### config.mk
export PLATFORM = sky130hd
export DESIGN_NAME = sdram_arbiter
export DESIGN_NICKNAME = d
export VERILOG_FILES = /design/src/rtl/sdram_arbiter.sv
export SDC_FILE = /design/constraint.sdc
export NUM_CORES = 1
export LEC_CHECK = 0
export ABC_AREA = 0
export CORE_MARGIN = 10
export CORE_UTILIZATION = 45
export DETAILED_ROUTE_END_ITERATION = 12
export GPL_TIMING_DRIVEN = 0
export PLACE_DENSITY_LB_ADDON = 0.12
export SYNTH_ARGS = -nofsm -noshare
export SYNTH_HDL_FRONTEND = slang
export SYNTH_SLANG_ARGS = --single-unit
### constraint.sdc
create_clock -name clk_sys -period 5.7 [get_ports clk_sys]
set_input_delay 1.14 -clock clk_sys [delete_from_list [all_inputs] [get_ports clk_sys]]
set_output_delay 1.14 -clock clk_sys [all_outputs]
set_load 0.005 [all_outputs]
### src/rtl/sdram_arbiter.sv
// Multi-channel arbiter in front of a single-port SDRAM controller.
// Fixed-priority or round-robin grant, one outstanding access, wait-cycle timeout.
module sdram_arbiter #(
  parameter int unsigned NCH     = 2,
  parameter int unsigned AW      = 25,
  parameter int unsigned DW      = 8,
  parameter int unsigned RR      = 0,
  parameter int unsigned TIMEOUT = 255
) (
  input  logic              clk_sys,
  input  logic              rst_n,
  input  logic [NCH-1:0]    ch_req,
  input  logic [NCH-1:0]    ch_we,
  input  logic [NCH*AW-1:0] ch_addr,
  input  logic [NCH*DW-1:0] ch_din,
  output logic [NCH-1:0]    ch_ack,
  output logic              ch_err,
  output logic [DW-1:0]     ch_dout,
  output logic [AW-1:0]     mem_addr,
  output logic [DW-1:0]     mem_din,
  output logic              mem_rd,
  output logic              mem_we,
  input  logic              mem_done,
  input  logic [DW-1:0]     mem_dout,
  output logic              busy
);

  localparam int unsigned IW = (NCH > 1) ? $clog2(NCH) : 1;
  localparam int unsigned CW = 16;

  typedef enum logic [1:0] {IDLE, ISSUE, WAIT} state_t;

  state_t          state_q, state_d;
  logic [IW-1:0]   win_q, win_d;
  logic [IW-1:0]   last_q, last_d;
  logic            we_q, we_d;
  logic [AW-1:0]   addr_q, addr_d;
  logic [DW-1:0]   din_q, din_d;
  logic [CW-1:0]   cnt_q, cnt_d;
  logic [NCH-1:0]  ack_q, ack_d;
  logic            err_q, err_d;
  logic [DW-1:0]   dout_q, dout_d;
  logic            rd_q, rd_d;
  logic            wr_q, wr_d;
  logic            busy_q, busy_d;

  logic            pick_vld;
  logic [IW-1:0]   pick;

  // Winner search: plain upward scan in fixed mode, scan from last_grant+1 in round-robin.
  always_comb begin
    int unsigned idx;
    logic        found;
    pick_vld = |ch_req;
    pick     = '0;
    found    = 1'b0;
    idx      = 0;
    for (int unsigned i = 0; i < NCH; i++) begin
      idx = (RR != 0) ? ((32'(last_q) + 32'd1 + i) % NCH) : i;
      if (!found && ch_req[IW'(idx)]) begin
        found = 1'b1;
        pick  = IW'(idx);
      end
    end
  end

  // Next-state and registered-output logic
  always_comb begin
    state_d = state_q;
    win_d   = win_q;
    last_d  = last_q;
    we_d    = we_q;
    addr_d  = addr_q;
    din_d   = din_q;
    cnt_d   = cnt_q;
    ack_d   = '0;
    err_d   = 1'b0;
    dout_d  = dout_q;
    rd_d    = 1'b0;
    wr_d    = 1'b0;

    case (state_q)
      IDLE: begin
        if (pick_vld) begin
          state_d = ISSUE;
          win_d   = pick;
          we_d    = ch_we[pick];
          addr_d  = ch_addr[32'(pick)*AW +: AW];
          din_d   = ch_din[32'(pick)*DW +: DW];
          rd_d    = ~ch_we[pick];
          wr_d    = ch_we[pick];
          cnt_d   = '0;
        end
      end
      ISSUE: begin
        state_d = WAIT;
        cnt_d   = '0;
      end
      WAIT: begin
        // Completion wins over a timeout that lands in the same cycle.
        if (mem_done) begin
          state_d      = IDLE;
          ack_d[win_q] = 1'b1;
          last_d       = win_q;
          if (!we_q) dout_d = mem_dout;
        end else if (cnt_q == CW'(TIMEOUT - 1)) begin
          state_d      = IDLE;
          ack_d[win_q] = 1'b1;
          err_d        = 1'b1;
          last_d       = win_q;
        end else begin
          cnt_d = cnt_q + CW'(1);
        end
      end
      default: state_d = IDLE;
    endcase

    busy_d = (state_d != IDLE);
  end

  always_ff @(posedge clk_sys) begin
    if (!rst_n) begin
      state_q <= IDLE;
      win_q   <= '0;
      last_q  <= IW'(NCH - 1);
      we_q    <= 1'b0;
      addr_q  <= '0;
      din_q   <= '0;
      cnt_q   <= '0;
      ack_q   <= '0;
      err_q   <= 1'b0;
      dout_q  <= '0;
      rd_q    <= 1'b0;
      wr_q    <= 1'b0;
      busy_q  <= 1'b0;
    end else begin
      state_q <= state_d;
      win_q   <= win_d;
      last_q  <= last_d;
      we_q    <= we_d;
      addr_q  <= addr_d;
      din_q   <= din_d;
      cnt_q   <= cnt_d;
      ack_q   <= ack_d;
      err_q   <= err_d;
      dout_q  <= dout_d;
      rd_q    <= rd_d;
      wr_q    <= wr_d;
      busy_q  <= busy_d;
    end
  end

  assign ch_ack   = ack_q;
  assign ch_err   = err_q;
  assign ch_dout  = dout_q;
  assign mem_addr = addr_q;
  assign mem_din  = din_q;
  assign mem_rd   = rd_q;
  assign mem_we   = wr_q;
  assign busy     = busy_q;

endmodule

==> flow_summary.toml <==
[outcome]
outcome = "complete, no violations"

[floorplan]
core.rowCount = 29
core_um2 = 6280
die_x_um = 99.8
die-area_um2 = 9960
io_pins = 128
die_y_um = 99.8
start_util_pct = 45.7

[route]
drt_iter0_markers = 82
wire_per_inst_um = 15.2
wirelength_um = 8170
firstDrtPassIters = 5
postRouteAntennaNets = 0
drc_errors = 0
viasPerCell = 5.17
vias = 2772

[flow_run]
max_cap_viol_count = 0

[critical_path]
critical_path_class = "primary input to flip-flop"
path_max_fanout = 10
cp.arrival_ps = 3210
setup.worst_path.start_class = "primary input"
worst_setup_path_end_kind = "flip-flop"
critPathRequiredTime_ps = 5930

[placement]
dp_cells = 520
io_buffers = 126
hpwl_um = 6470
dp_slack_ps = 2360
gp_congestion = 0.770

[layout]
syn2layout_area_growth_pct = 54.4
drive_gt1_share_pct = 5.45
final_cells = 536
layout_commonest_cell = "clkdlybuf4s50_1"
final_cell_mix = "126 x clkdlybuf4s50_1, 67 x dfxtp_1, 43 x mux2i_1, 43 x nand2_1, 35 x o21ai_0"
nets = 537
diodes = 0

[grt]
grt_usage_pct = 16.3
antenna_found_initial = 0
grt.overflow.total = 0
grt_max_degree = 13
grt_pass1_vias = 2808
grt_pass1_wl_um = 13300

[power]
p_switching_mw = 0.276
irDropWorstVdd_uv = 156
pwr-share-comb_pct = 17.6
p_total_mw = 1.11
p_clk_share_pct = 36.1
total_leakage_power_nw = 1.65
p_int_mw = 0.833
power_density_nw_per_um2 = 251
switching_share_pct = 24.9
power_frac_seq_pct = 46.3

[yosys]
synth.distinct_cells = 49
async_flop_share_pct = 0
synth_edf_count = 0
synth_nets = 400
ys_seq_area_share_pct = 46.8
synth_seq_cells = 67
synth_ff_type = "dfxtp_1"
synth.cell_area_um2 = 2870
synthCells = 317
syn_avg_cell_area_um2 = 9.04
yosysWarnings = 0

[sta]
hold_viol_final = 0
setup_slack_ps = 2720
rsz0062_at_grt = "no"
tightest_slew_ps = 785
relSlewSlack_pct = 47.3
finalCritPeriodShare_pct = 52.3
tns_ps = 0
fin_crit_ps = 2980
setup_viol = 0
slew_violations = 0
hold_slack_ps = 454
fin_skew_ps = 7.71
fmax_ghz = 0.336

[clock_tree]
h-tree-depth = 3
clock_sinks = 67
cts_root_buf = "clkbuf_8"
postCtsResizedCells = 0
postCtsSetupBuffers = 0
hold_buffers = 0
clk_path_buf_depth = 2
cts_tree = "yes"
path_clk_slew_ps = 70
clk_latency_ps = 350
cts_buffers = 9

[hold_path]
hold_class = "flip-flop to flip-flop"
## sequential cells by signal, indices dropped and copies added (netlist names)
signal    flops
ch_dout       8
state_q       2
mem_addr     25
cnt_q        16
mem_rd        1
busy          1
ch_err        1
win_q         1
mem_din       8
we_q          1
ch_ack        2
mem_we        1
## path summary, 6_finish.rpt
| kind | from | endpoint | slack, ps | cells after the start |
|---|---|---|---|---|
| max | ch_req[1] | mem_addr[18]$_SDFFE_PN0P_ | 2720 | 6 |
| min | mem_addr[1]$_SDFFE_PN0P_ | mem_addr[1]$_SDFFE_PN0P_ | 450 | 2 |
| max reg2reg | cnt_q[8]$_SDFFE_PN0P_ | cnt_q[12]$_SDFFE_PN0P_ | 3410 | 5 |
| min reg2reg | mem_addr[1]$_SDFFE_PN0P_ | mem_addr[1]$_SDFFE_PN0P_ | 450 | 2 |
## logic make-up (layout without fill, tap and decap cells)
family                   count (synthesis)  count (layout)  share of synthesized area [%]
AND/OR/NAND/NOR                        117             117                           19.8
flip-flops                              67              67                           46.8
AO/OA/AOI/OAI                           66              66                           14.4
multiplexers                            44              44                           15.4
buffers and inverters                   21             163                           2.79
adder cells (fa/ha/maj)                  2               2                          0.873
## power groups by stage
| stage | logic (mW) | registers (mW) | clock network, mW |
|---|---|---|---|
| finish | 0.195 | 0.514 | 0.400 |
| detailed placement | 0.197 | 0.524 | 0 |
| global placement | 0.196 | 0.523 | 0 |
| global route | 0.216 | 0.517 | 0.430 |
| floorplan | 0.0657 | 0.526 | 0 |
| CTS | 0.199 | 0.514 | 0.407 |
## Yosys cell counts (2+ instances only)
| cell type | count | area (µm²) |
|---|---|---|
| nand4_1 | 2 | 12.5 |
| o21ai_1 | 4 | 20.0 |
| inv_1 | 5 | 18.8 |
| mux2i_1 | 43 | 430 |
| a41oi_1 | 3 | 26.3 |
| nor2_1 | 27 | 101 |
| o22a_1 | 2 | 17.5 |
| nand2_1 | 43 | 161 |
| nor2b_1 | 2 | 12.5 |
| ha_1 | 2 | 25.0 |
| clkbuf_1 | 13 | 48.8 |
| a21oi_1 | 7 | 35.0 |
| dfxtp_1 | 67 | 1340 |
| nor3_1 | 7 | 35.0 |
| o21ai_0 | 35 | 175 |
| nor3b_1 | 3 | 22.5 |
| nand3_1 | 12 | 60.1 |
| or3_1 | 7 | 43.8 |
| and3_1 | 2 | 12.5 |
| buf_1 | 2 | 7.51 |
## area by class of cell
| type | instances | area [µm²] |
|---|---|---|
| Buffer | 16 | 61.3 |
| Clock buffer | 10 | 138 |
| Clock inverter | 6 | 65.1 |
| Fill cell | 510 | 1850 |
| Inverter | 5 | 18.8 |
| Multi-Input combinational cell | 229 | 1450 |
| Sequential cell | 67 | 1340 |
| Tap cell | 77 | 96.3 |
| Timing Repair Buffer | 126 | 1260 |
## through the flow
stage / area [µm²] / util (%)
global route: 4430 / 70.5
finish: 4430 / 70.5
global placement: 4220 / 67.3
detailed placement: 4220 / 67.3
CTS: 4430 / 70.5
floorplan: 2870 / -
## per-layer routing
| layer | vias up | track usage [%] | part of all wire (%) |
|---|---|---|---|
| li1 | 1403 | - | - |
| met1 | 1255 | 17.7 | 39 |
| met2 | 104 | 25.4 | 47 |
| met3 | 10 | 10.4 | 13 |
| met4 | 0 | 5.40 | 1.1 |
| met5 | - | 0 | 0 |
## critical path, stage by stage
cell             delay, ps
clkdlybuf4s50_1        520
nor2b_1                150
clkbuf_1               390
clkbuf_1               610
mux2i_1                300
o21ai_0                100
Note: power is estimated with default switching activity, not from simulation.
